==> src/rtl/ptmch_pkg.sv <==
// Shared constants, state encoding and register map for the ptmch trigger path.
package ptmch_pkg;

  localparam int FRAME_BITS = 16;
  localparam int ADDR_W     = 4;
  localparam int DATA_W     = 12;

  // Counter must hold FRAME_BITS+1 so an overrun never aliases a valid count.
  localparam int CNT_W = $clog2(FRAME_BITS + 2);

  // Cycles after reset release during which synchroniser output is not trusted.
  localparam int FLUSH_CYCLES = 4;
  localparam int FLUSH_W      = 3;

  typedef enum logic [1:0] {
    IDLE  = 2'd0,
    SHIFT = 2'd1,
    HOLD  = 2'd2
  } rx_state_t;

  localparam logic [ADDR_W-1:0] REG_CTRL     = 4'h0;
  localparam logic [ADDR_W-1:0] REG_TRG_MASK = 4'h1;
  localparam logic [ADDR_W-1:0] REG_THRESH   = 4'h2;
  localparam logic [ADDR_W-1:0] REG_DELAY    = 4'h3;
  localparam logic [ADDR_W-1:0] REG_WIDTH    = 4'h4;
  localparam logic [ADDR_W-1:0] REG_PRESCALE = 4'h5;
  localparam logic [ADDR_W-1:0] REG_TEST     = 4'hF;

endpackage

==> src/rtl/ptmch_sync.sv <==
// 2-FF synchroniser followed by a registered level and rise/fall pulses.
module ptmch_sync #(
  parameter logic RST_VAL = 1'b0
) (
  input  logic clk_i,
  input  logic rst_i,
  input  logic async_i,
  output logic level_o,
  output logic rise_o,
  output logic fall_o
);

  logic s1_q, s2_q, lvl_q, rise_q, fall_q;

  // Level and pulses update on the same edge so they stay aligned downstream.
  always_ff @(posedge clk_i) begin
    if (rst_i) begin
      s1_q   <= RST_VAL;
      s2_q   <= RST_VAL;
      lvl_q  <= RST_VAL;
      rise_q <= 1'b0;
      fall_q <= 1'b0;
    end else begin
      s1_q   <= async_i;
      s2_q   <= s1_q;
      lvl_q  <= s2_q;
      rise_q <= s2_q & ~lvl_q;
      fall_q <= ~s2_q & lvl_q;
    end
  end

  assign level_o = lvl_q;
  assign rise_o  = rise_q;
  assign fall_o  = fall_q;

endmodule

==> src/rtl/ptmch_spi_rx.sv <==
// SPI mode-0 slave receiver: deserialises 16-bit frames into a register-write strobe.
module ptmch_spi_rx
  import ptmch_pkg::*;
(
  input  logic              CLK160M,
  input  logic              RESET,
  input  logic              SPI_CS,
  input  logic              SPI_CLK,
  input  logic              SPI_MOSI,
  output logic              WR_EN,
  output logic [ADDR_W-1:0] WR_ADDR,
  output logic [DATA_W-1:0] WR_DATA,
  output logic              FRM_ERR,
  output logic              BUSY,
  output rx_state_t         STATE_DBG
);

  logic cs_lvl, cs_rise, cs_fall;
  logic sclk_lvl_unused, sclk_rise, sclk_fall_unused;
  logic mosi_lvl, mosi_rise_unused, mosi_fall_unused;

  ptmch_sync #(.RST_VAL(1'b1)) u_sync_cs (
    .clk_i(CLK160M), .rst_i(RESET), .async_i(SPI_CS),
    .level_o(cs_lvl), .rise_o(cs_rise), .fall_o(cs_fall)
  );

  ptmch_sync #(.RST_VAL(1'b0)) u_sync_clk (
    .clk_i(CLK160M), .rst_i(RESET), .async_i(SPI_CLK),
    .level_o(sclk_lvl_unused), .rise_o(sclk_rise), .fall_o(sclk_fall_unused)
  );

  ptmch_sync #(.RST_VAL(1'b0)) u_sync_mosi (
    .clk_i(CLK160M), .rst_i(RESET), .async_i(SPI_MOSI),
    .level_o(mosi_lvl), .rise_o(mosi_rise_unused), .fall_o(mosi_fall_unused)
  );

  rx_state_t             state_q, state_d;
  logic [FRAME_BITS-1:0] shift_q, shift_d;
  logic [CNT_W-1:0]      cnt_q, cnt_d;
  logic [FLUSH_W-1:0]    flush_q, flush_d;
  logic                  wr_en_q, wr_en_d;
  logic                  frm_err_q, frm_err_d;
  logic [ADDR_W-1:0]     addr_q, addr_d;
  logic [DATA_W-1:0]     data_q, data_d;

  always_ff @(posedge CLK160M) begin
    if (RESET) begin
      state_q   <= IDLE;
      shift_q   <= '0;
      cnt_q     <= '0;
      flush_q   <= '0;
      wr_en_q   <= 1'b0;
      frm_err_q <= 1'b0;
      addr_q    <= '0;
      data_q    <= '0;
    end else begin
      state_q   <= state_d;
      shift_q   <= shift_d;
      cnt_q     <= cnt_d;
      flush_q   <= flush_d;
      wr_en_q   <= wr_en_d;
      frm_err_q <= frm_err_d;
      addr_q    <= addr_d;
      data_q    <= data_d;
    end
  end

  always_comb begin
    state_d   = state_q;
    shift_d   = shift_q;
    cnt_d     = cnt_q;
    flush_d   = flush_q;
    wr_en_d   = 1'b0;
    frm_err_d = 1'b0;
    addr_d    = addr_q;
    data_d    = data_q;

    if (flush_q != FLUSH_W'(FLUSH_CYCLES)) begin
      // Synchroniser still settling: ignore pulses, decide IDLE/HOLD on the last cycle.
      flush_d = flush_q + 1'b1;
      state_d = IDLE;
      if (flush_q == FLUSH_W'(FLUSH_CYCLES - 1)) begin
        state_d = cs_lvl ? IDLE : HOLD;
      end
    end else begin
      case (state_q)
        IDLE: begin
          if (cs_fall) begin
            shift_d = '0;
            cnt_d   = '0;
            state_d = SHIFT;
          end
        end
        SHIFT: begin
          // cs_rise wins over a coincident sclk_rise: frame judged on the prior count.
          if (cs_rise) begin
            state_d = IDLE;
            if (cnt_q == CNT_W'(FRAME_BITS)) begin
              wr_en_d = 1'b1;
              addr_d  = shift_q[FRAME_BITS-1 -: ADDR_W];
              data_d  = shift_q[DATA_W-1:0];
            end else begin
              frm_err_d = 1'b1;
            end
          end else if (sclk_rise) begin
            shift_d = {shift_q[FRAME_BITS-2:0], mosi_lvl};
            if (cnt_q != CNT_W'(FRAME_BITS + 1)) begin
              cnt_d = cnt_q + 1'b1;
            end
          end
        end
        HOLD: begin
          if (cs_rise) begin
            state_d = IDLE;
          end
        end
        default: state_d = IDLE;
      endcase
    end
  end

  assign WR_EN     = wr_en_q;
  assign WR_ADDR   = addr_q;
  assign WR_DATA   = data_q;
  assign FRM_ERR   = frm_err_q;
  assign BUSY      = (state_q != IDLE);
  assign STATE_DBG = state_q;

endmodule

==> config.mk <==
export PLATFORM = sky130hd
export DESIGN_NAME = ptmch_spi_rx
export DESIGN_NICKNAME = d
export VERILOG_FILES = /design/src/rtl/ptmch_pkg.sv /design/src/rtl/ptmch_sync.sv /design/src/rtl/ptmch_spi_rx.sv
export SDC_FILE = /design/constraint.sdc
export NUM_CORES = 1
export LEC_CHECK = 0
export CAP_MARGIN = 20
export CORE_ASPECT_RATIO = 2
export CORE_UTILIZATION = 40
export DETAILED_ROUTE_END_ITERATION = 8
export PLACE_DENSITY = 0.59
export SYNTH_ARGS = -nofsm -noshare
export SYNTH_HDL_FRONTEND = slang
export SYNTH_HIERARCHICAL = 1
export SYNTH_SLANG_ARGS = --single-unit
export TNS_END_PERCENT = 5
==> constraint.sdc <==
create_clock -name CLK160M -period 3.55 [get_ports CLK160M]
set_input_delay 0.355 -clock CLK160M [delete_from_list [all_inputs] [get_ports CLK160M]]
set_output_delay 0.355 -clock CLK160M [all_outputs]
set_load 0.05 [all_outputs]
==> results of run 1 <==
[cell usage in the layout (no fill, tap or decap), drive strengths merged]
| cell | n |
|---|---|
| dfxtp | 56 |
| clkdlybuf4s50 | 24 |
| nand3 | 22 |
| a21oi | 22 |
| nand2 | 20 |
| nor2 | 18 |
| mux2i | 17 |
| inv | 9 |
| ha | 8 |
| nor2b | 7 |
| clkbuf | 7 |
| nor3b | 4 |
| o21ai | 3 |
| or2 | 3 |
| and3 | 3 |
| buf | 3 |
| a31oi | 2 |
| a311oi | 2 |
| nand3b | 2 |
| nor3 | 2 |
| nand2b | 1 |
| and2b | 1 |
| a211o | 1 |
| a211oi | 1 |
| and4bb | 1 |
| nor4b | 1 |
| xnor2 | 1 |
| or3 | 1 |
| a41oi | 1 |
| or2b | 1 |
| nand4 | 1 |
| clkinvlp | 1 |
[worst max-delay path by stage]
stage / to / slack, ns / cells after the start
after detailed placement: shift_q[11] / 1.45 / 7
after floorplan: shift_q[0] / 1.53 / 8
after CTS: BUSY / 1.27 / 4
final: BUSY / 1.31 / 4
after global routing: BUSY / 1.20 / 4
after global placement: shift_q[3] / 1.53 / 7
[sequential cells by signal, indices dropped and copies added, names as in the netlist]
signal	flops
u_sync_cs/level_o	1
u_sync_mosi/s1_q	1
WR_DATA	12
flush_q	3
u_sync_clk/rise_o	1
u_sync_clk/level_o	1
u_sync_clk/s1_q	1
u_sync_mosi/s2_q	1
u_sync_mosi/level_o	1
u_sync_clk/s2_q	1
shift_q	16
u_sync_cs/s1_q	1
u_sync_cs/s2_q	1
u_sync_cs/fall_o	1
WR_ADDR	4
WR_EN	1
FRM_ERR	1
cnt_q	5
STATE_DBG	2
u_sync_cs/rise_o	1
[final cells by class]
| type | count | area [um2] | share of cell area |
|---|---|---|---|
| Tap cell | 58 | 72.6 | 0.0288 |
| Sequential cell | 56 | 1120 | 0.445 |
| Multi-Input combinational cell | 146 | 936 | 0.372 |
| Clock buffer | 7 | 86.3 | 0.0343 |
| Timing Repair Buffer | 27 | 260 | 0.103 |
| Clock inverter | 1 | 7.51 | 0.00298 |
| Inverter | 9 | 33.8 | 0.0134 |
[power breakdown]
group          internal, mW  switching, mW  total (mW)
Clock                 0.159          0.199       0.358
Sequential            0.649         0.0151       0.664
Combinational        0.0337         0.0539      0.0876
Total                 0.841          0.268        1.11
[metal layers]
layer  global-route usage  wire (um)  up-vias
met4               0.0678         78        0
li1                     -          -      803
met5                    0          0        -
met3               0.0343        123        5
met1                0.188       1660      748
met2                0.251       2060       31
==> results by group, run 1 <==
Floorplanning
  – Core area: 5180 um2
  – Row count: 37
  – Die Width: 54.1 um
  – Initial Util: 0.418
  – I/O pin total: 26
  – Chip Height: 106 um
  – Die Footprint: 5740 um2

Global route
  – GRT Resource Usage Total: 0.155
  – Gr ovfl total: 0
  – Initial antenna violation count: 0
  – First-pass GRT wire length: 6640 um
  – Largest net degree at the start of global routing: 57
  – Vias in the first global route: 1464

CTS
  – Worst skew pair latency: 0.31 ns
  – CTS tree: built
  – Clk slew on worst S/H paths: 0.09 ns
  – CTS root buf: clkbuf_8
  – CTS H-tree depth: 2
  – Post-CTS Setup Bufs: 0
  – CTS max path bufs: 2
  – # clock sinks: 56
  – Post-CTS Hold Fix Bufs: 0
  – Post-CTS Resized: 0
  – Num CTS Buffers: 5

Job
  – Max cap viols: 0

Timing
  – Unrepaired setup endpoints after global routing: no
  – Final Critical Period: 2.24 ns
  – Final hold violations: 0
  – Post-route clock skew: 0.0101 ns
  – # setup viols final: 0
  – Worst-Margin Slew: 0.991 ns
  – Max Slew Vio Count: 0
  – Rel. slew slack: 0.339
  – Hold slack: 0.406 ns
  – Tcrit/Tclk final: 0.632
  – Setup tns final: 0 ns
  – Final worst setup slack: 1.31 ns
  – FMAX: 446 MHz

Layout
  – Layout cells sized above 1: 0.0650
  – Layout Cell Area excl Fill: 2520 um2
  – Utilization after layout: 0.486
  – Area growth syn-to-layout: 16.0%
  – Filler Cell Count: 523
  – Fin cells: 304
  – Diodes inserted: 0
  – Final #Nets: 258

Power and ir drop
  – Peak supply drop: 306 uV
  – Power Total: 1.11 mW
  – Cell leakage power: 0.847 nW
  – PD cells: 441 nW/um2

Drt
  – Routed len/inst: 12.9 um
  – DRT Pass-1 Iters: 4
  – Initial drt markers: 14
  – DRC viols: 0
  – Final WL: 3920 um
  – Vias: 1587
  – Vias per Instance: 5.22
  – Routed Antenna Nets: 0

Worst hold path
  – WHS Path Cells: 1
  – Hold Path Class: reg2reg
  – Worst Min Path Start: u_sync_clk/level_o
  – WHS Endpoint: u_sync_clk/rise_o

Placement
  – Post-placement cell area: 2420 um2
  – IO Port Bufs: 25
  – GPL Wtd Cong: 0.693
  – Post-placement setup slack: 1.45 ns
  – Placed cell count: 296
  – Detailed Place HPWL: 2570 um

Worst setup path
  – RR Startpoint: STATE_DBG[1]
  – Startpoint type of the worst setup path: flop
  – Crit Path Class: reg2out
  – Worst r2r dst: shift_q[1]
  – Crit path arrival time: 1.89 ns
  – Worst R2R Setup Slack: 1.44 ns
  – Reg2Reg Depth: 7
  – CP peak stage delay: 0.79 ns
  – Critical path startpoint: STATE_DBG[0]
  – CP top delay family: buffers and inverters
  – Cell mode on critical path: inv_1
  – Cells along the critical path: inv_1, ha_1, inv_1, clkdlybuf4s50_1
  – CP Data Required Time: 3.19 ns
  – Max FO, Critical Path: 4
  – Buf+Inv Stages, Crit Path: 3
  – Crit end category: output port
  – CP max-delay cell: clkdlybuf4s50_1

Synth
  – Synth Net Count: 236
  – YS warnings: 6
  – Mapped Cells: 223
  – Avg Inst Size Synth: 9.73 um2
  – Synthesized cell area: 2170 um2

Outcome
  – Outcome: complete, no violations
(Power assumes the default switching activity.)
==> inputs of run 2 (changes only) <==
Clock period 3.55 ns to 2.25 ns, I/O delays scaled along.
==> results by group, run 2 (same netlist as run 1, synthesis figures left out) <==
Outcome
  – Outcome: complete, no violations

Worst setup path
  – Crit Path Class: reg2out
  – Cell depth of the worst setup path: 4 (unchanged)
  – CP max-delay cell: clkdlybuf4s50_1
  – Startpoint type of the worst setup path: flop
  – Crit end category: output port
  – CP Data Required Time: 2.03 ns (-1.16 ns)
  – CP peak stage delay: 0.79 ns (about the same)
  – CP top delay family: buffers and inverters
  – Cells along the critical path: inv_1, ha_1, inv_1, clkdlybuf4s50_1
  – Cell mode on critical path: inv_1
  – Max FO, Critical Path: 4 (unchanged)
  – Reg2Reg Depth: 6 (-1)
  – RR Startpoint: STATE_DBG[0]
  – Worst R2R Setup Slack: 0.40 ns (-1.04 ns)
  – Worst r2r dst: cnt_q[4]
  – Buf+Inv Stages, Crit Path: 3 (unchanged)
  – Crit path arrival time: 1.89 ns (about the same)

Power and ir drop
  – Logic pwr share: 0.082 (+0.003)
  – Clock power share: 0.308 (-0.015)
  – P_int: 1.29 mW (+53%)
  – Power Total: 1.71 mW (+55%)
  – Cell leakage power: 0.865 nW (+2.2%)
  – Reg power frac: 0.611 (+0.013)
  – PD cells: 673 nW/um2 (+53%)
  – Psw: 0.424 mW (+58%)
  – Net Sw Frac: 0.247 (+0.00577)
  – Peak supply drop: 520 uV (+70%)

Worst hold path
  – WHS Endpoint: u_sync_clk/s2_q
  – Hold Path Class: in2reg
  – WHS Path Cells: 2 (+1)
  – Worst Min Path Start: RESET

Global route
  – GRT Resource Usage Total: 0.161 (+0.00645)
  – Largest net degree at the start of global routing: 22 (-61%)
  – Vias in the first global route: 1565 (+6.9%)
  – Gr ovfl total: 0 (unchanged)
  – First-pass GRT wire length: 6690 um (+0.84%)
  – Initial antenna violation count: 0 (unchanged)

Drt
  – Routed len/inst: 12.8 um (-0.62%)
  – DRT Pass-1 Iters: 4 (unchanged)
  – Final WL: 3940 um (+0.36%)
  – Initial drt markers: 11 (-3)
  – DRC viols: 0 (unchanged)
  – Routed Antenna Nets: 0 (unchanged)
  – Vias: 1574 (-0.82%)
  – Vias per Instance: 5.13 (-1.8%)

Floorplanning
  – Core area: 5180 um2 (unchanged)
  – Die Width: 54.1 um (unchanged)
  – Initial Util: 0.418 (unchanged)
  – Chip Height: 106 um (unchanged)
  – Die Footprint: 5740 um2 (unchanged)
  – Row count: 37 (unchanged)
  – I/O pin total: 26 (unchanged)

Placement
  – Post-placement setup slack: 0.398 ns (-1.06 ns)
  – GPL Wtd Cong: 0.824 (+19%)
  – Detailed Place HPWL: 2730 um (+6.2%)
  – IO Port Bufs: 25 (unchanged)

Job
  – Max cap viols: 0 (unchanged)

CTS
  – CTS tree: built
  – Post-CTS Resized: 0 (unchanged)
  – Post-CTS Setup Bufs: 0 (unchanged)
  – Post-CTS Hold Fix Bufs: 0 (unchanged)
  – CTS max path bufs: 2 (unchanged)
  – Clk slew on worst S/H paths: 0.09 ns (about the same)
  – # clock sinks: 56 (unchanged)
  – Num CTS Buffers: 5 (unchanged)
  – CTS root buf: clkbuf_8
  – Worst skew pair latency: 0.31 ns (about the same)
  – CTS H-tree depth: 2 (unchanged)

Layout
  – Commonest non-fill, non-tap cell in the layout: dfxtp_1
  – Diodes inserted: 0 (unchanged)
  – Top reg by flops: shift_q
  – Utilization after layout: 0.491 (+0.00579)
  – Most frequent cells in the layout: 56 x dfxtp_1, 24 x clkdlybuf4s50_1, 22 x nand3_1, 22 x a21oi_1, 19 x nand2_1
  – Max FFs per register: 16 (unchanged)
  – Final #Nets: 262 (+1.6%)
  – Area growth syn-to-layout: 17.4%
  – Layout cells sized above 1: 0.0803 (+0.0153)

Timing
  – Post-route clock skew: 0.00630 ns (-0.00378 ns)
  – FMAX: 473 MHz
  – Worst-Margin Slew: 0.593 ns (-0.398 ns)
  – # setup viols final: 0 (unchanged)
  – Final worst setup slack: 0.134 ns (-1.17 ns)
  – Rel. slew slack: 0.604 (+0.265)
  – Max Slew Vio Count: 0 (unchanged)
  – Unrepaired setup endpoints after global routing: no
  – Final hold violations: 0 (unchanged)
  – Setup tns final: 0 ns (unchanged)
  – Final Critical Period: 2.12 ns
  – Tcrit/Tclk final: 0.941
-- run 2: cell count changes in the layout (fill, tap and decap cells not counted), sizes merged --
cell,change
buf,+4
clkbuf,-2
clkinv,+1
-- run 2: power groups by stage --
stage / logic, mW / registers (mW) / clock network (mW)
detailed placement: 0.142 / 1.07 / 0
finish: 0.140 / 1.05 / 0.528
CTS: 0.143 / 1.05 / 0.558
global route: 0.158 / 1.05 / 0.593
global placement: 0.140 / 1.07 / 0
floorplan: 0.109 / 1.07 / 0
-- run 2: how the worst max path moves through the flow --
stage / start / endpoint / slack, ns
final: STATE_DBG[0] / BUSY / 0.13
after global placement: STATE_DBG[0] / cnt_q[4] / 0.47
after detailed placement: STATE_DBG[0] / cnt_q[4] / 0.40
after CTS: STATE_DBG[0] / BUSY / 0.11
after floorplan: STATE_DBG[1] / shift_q[0] / 0.23
after global routing: STATE_DBG[0] / BUSY / 0.05
-- run 2: cell type report --
type / instances / area, um2
Inverter: 9 / 33.8
Tap cell: 58 / 72.6
Timing Repair Buffer: 31 / 303
Multi-Input combinational cell: 146 / 936
Sequential cell: 56 / 1120
Clock buffer: 5 / 68.8
Fill cell: 518 / 2640
Clock inverter: 2 / 12.5
-- run 2: metal layers --
metal | routed length [um] | global-route usage | vias to the layer above
li1 | - | - | 805
met5 | 0 | 0 | -
met4 | 123 | 0.0971 | 0
met1 | 1650 | 0.168 | 736
met2 | 2040 | 0.272 | 26
met3 | 119 | 0.0429 | 7
-- run 2: through the flow --
step	hold WS [ns]	area, um2	std cells
6_report	0.300	2550	307
3_5_place_dp	0.388	2470	300
3_3_place_gp	0.391	2470	300
4_1_cts	0.295	2550	307
5_1_grt	0.306	2550	307
2_1_floorplan	0.297	2170	223
-- run 2: worst register-to-register path, cell delays in order, from the launching register on --
cell and delay, ns:
dfxtp_1 0.38, inv_1 0.06, ha_1 0.26, and2b_1 0.25
a211o_1 0.49, o21ai_1 0.22, a31oi_1 0.09
==> inputs of run 3 (changes only) <==
Settings changed: CAP_MARGIN 20 to unset, RECOVER_POWER set to 50, SKIP_CTS_REPAIR_TIMING set to 1.
==> results by group, run 3 (same netlist as run 1, synthesis figures left out) <==
Power and ir drop
  – Peak supply drop: 520 uV (about the same)
  – PD cells: 679 nW/um2 (+0.82%)
  – Net Sw Frac: 0.248 (+0.000524)
  – Reg power frac: 0.611 (about the same)
  – Clock power share: 0.308 (about the same)
  – P_int: 1.29 mW (-0.18%)
  – Logic pwr share: 0.080 (-0.002)
  – Cell leakage power: 0.903 nW (+4.3%)
  – Psw: 0.424 mW (about the same)

Worst setup path
  – Cell mode on critical path: inv_1
  – Worst r2r dst: WR_DATA[7]
  – CP peak stage delay: 0.79 ns (about the same)
  – CP Data Required Time: 2.03 ns (about the same)
  – Max FO, Critical Path: 4 (unchanged)
  – Crit path arrival time: 1.89 ns (about the same)
  – Reg2Reg Depth: 7 (+1)
  – Startpoint type of the worst setup path: flop
  – CP max-delay cell: clkdlybuf4s50_1
  – Cells along the critical path: inv_1, ha_1, inv_1, clkdlybuf4s50_1
  – RR Startpoint: STATE_DBG[1]
  – Worst R2R Setup Slack: 0.28 ns (-0.12 ns)
  – Crit Path Class: reg2out
  – Crit end category: output port

Layout
  – Diodes inserted: 0 (unchanged)
  – Top reg by flops: shift_q
  – Filler Cell Count: 520 (+0.39%)
  – Layout Cell Area excl Fill: 2520 um2 (-0.93%)
  – Commonest non-fill, non-tap cell in the layout: dfxtp_1
  – Area growth syn-to-layout: 16.3%
  – Final #Nets: 262 (unchanged)
  – Fin cells: 307 (unchanged)
  – Most frequent cells in the layout: 56 x dfxtp_1, 22 x nand3_1, 22 x a21oi_1, 19 x nand2_1, 18 x nor2_1
  – Max FFs per register: 16 (unchanged)
  – Layout cells sized above 1: 0.0683 (-0.0120)

Timing
  – Final worst setup slack: 0.134 ns (+0.000353 ns)
  – Final hold violations: 0 (unchanged)
  – Worst-Margin Slew: 0.912 ns (+0.318 ns)
  – Tcrit/Tclk final: 0.940 (about the same)
  – Max Slew Vio Count: 0 (unchanged)
  – Post-route clock skew: 0.00643 ns (+0.000130 ns)
  – Final Critical Period: 2.12 ns (-0.000353 ns)
  – FMAX: 473 MHz (about the same)
  – Setup tns final: 0 ns (unchanged)
  – # setup viols final: 0 (unchanged)
  – Hold slack: 0.405 ns (+0.105 ns)
  – Rel. slew slack: 0.392 (-0.212)
  – Unrepaired setup endpoints after global routing: no

Placement
  – Placed cell count: 300 (unchanged)
  – Post-placement cell area: 2470 um2 (unchanged)
  – Detailed Place HPWL: 2730 um (unchanged)
  – IO Port Bufs: 25 (unchanged)
  – GPL Wtd Cong: 0.824 (unchanged)
  – Post-placement setup slack: 0.398 ns (unchanged)

Job
  – Max cap viols: 0 (unchanged)

Drt
  – DRC viols: 0 (unchanged)
  – Routed Antenna Nets: 0 (unchanged)
  – Final WL: 3940 um (+0.23%)
  – DRT Pass-1 Iters: 3 (-1)
  – Vias: 1576 (+0.13%)
  – Vias per Instance: 5.13 (+0.13%)
  – Routed len/inst: 12.8 um (+0.23%)
  – Initial drt markers: 14 (+3)

Global route
  – Largest net degree at the start of global routing: 22 (unchanged)
  – GRT Resource Usage Total: 0.161 (unchanged)
  – Gr ovfl total: 0 (unchanged)
  – Vias in the first global route: 1565 (unchanged)
  – Initial antenna violation count: 0 (unchanged)
  – First-pass GRT wire length: 6690 um (unchanged)

Floorplanning
  – Core area: 5180 um2 (unchanged)
  – Die Footprint: 5740 um2 (unchanged)
  – Row count: 37 (unchanged)
  – I/O pin total: 26 (unchanged)
  – Initial Util: 0.418 (unchanged)
  – Die Width: 54.1 um (unchanged)
  – Chip Height: 106 um (unchanged)

Worst hold path
  – Hold Path Class: reg2reg
  – WHS Path Cells: 1 (-1)
  – Worst Min Path Start: u_sync_clk/level_o
  – WHS Endpoint: u_sync_clk/rise_o

CTS
  – CTS root buf: clkbuf_8
  – CTS max path bufs: 2 (unchanged)
  – CTS tree: built
  – Worst skew pair latency: 0.31 ns (about the same)
  – # clock sinks: 56 (unchanged)
  – CTS H-tree depth: 2 (unchanged)
  – Num CTS Buffers: 5 (unchanged)
  – Clk slew on worst S/H paths: 0.09 ns (about the same)

Outcome
  – Outcome: complete, no violations
[run 3: changes by cell type in the layout (fill, tap and decap cells not counted), moves of 2 or more]
cell / before / now
buf_4: 5 / 3
dlygate4sd3_1: 0 / 16
clkbuf_1: 0 / 3
clkdlybuf4s50_1: 24 / 8
[run 3: worst max path at each step]
stage                             from         end  slack, ns  depth (start not counted)
after global routing      STATE_DBG[0]        BUSY       0.05                          4
after global placement    STATE_DBG[0]    cnt_q[4]       0.47                          6
after detailed placement  STATE_DBG[0]    cnt_q[4]       0.40                          6
after floorplan           STATE_DBG[1]  shift_q[0]       0.23                          8
after CTS                 STATE_DBG[0]        BUSY       0.11                          4
final                     STATE_DBG[0]        BUSY       0.13                          4
[run 3: per-stage QoR]
step                      utilization  total power [mW]
after global placement          0.476              1.21
after CTS                       0.491              1.75
after global routing            0.487              1.80
after detailed placement        0.476              1.21
final                           0.487              1.71
after floorplan                     -              1.18
[run 3: critical path, delay by kind of cell (launching register included)]
kind,cells,cell delay (ns)
buf+inv,3,0.94
flops,1,0.38
fa+ha+maj,1,0.26
[run 3: power groups by stage]
stage | clock [mW] | combinational [mW] | sequential [mW]
2_1_floorplan | 0 | 0.109 | 1.07
3_3_place_gp | 0 | 0.140 | 1.07
3_5_place_dp | 0 | 0.142 | 1.07
4_1_cts | 0.558 | 0.143 | 1.05
5_1_grt | 0.593 | 0.156 | 1.05
6_report | 0.528 | 0.138 | 1.05
[run 3: area by class of cell]
| type | count | area, um2 | share of cell area |
|---|---|---|---|
| clock inverters | 2 | 12.5 | 0.00496 |
| inverters | 9 | 33.8 | 0.0134 |
| multi-input cells | 146 | 936 | 0.371 |
| repair buffers | 31 | 279 | 0.111 |
| clock buffers | 5 | 68.8 | 0.0273 |
| flip-flops and latches | 56 | 1120 | 0.444 |
| well taps | 58 | 72.6 | 0.0288 |
[run 3: layer usage]
| metal | vias to the layer above | global-route usage | share of wire |
|---|---|---|---|
| met2 | 24 | 0.272 | 0.52 |
| li1 | 807 | - | - |
| met4 | 0 | 0.0971 | 0.031 |
| met3 | 7 | 0.0429 | 0.028 |
| met1 | 738 | 0.168 | 0.42 |
| met5 | - | 0 | 0 |
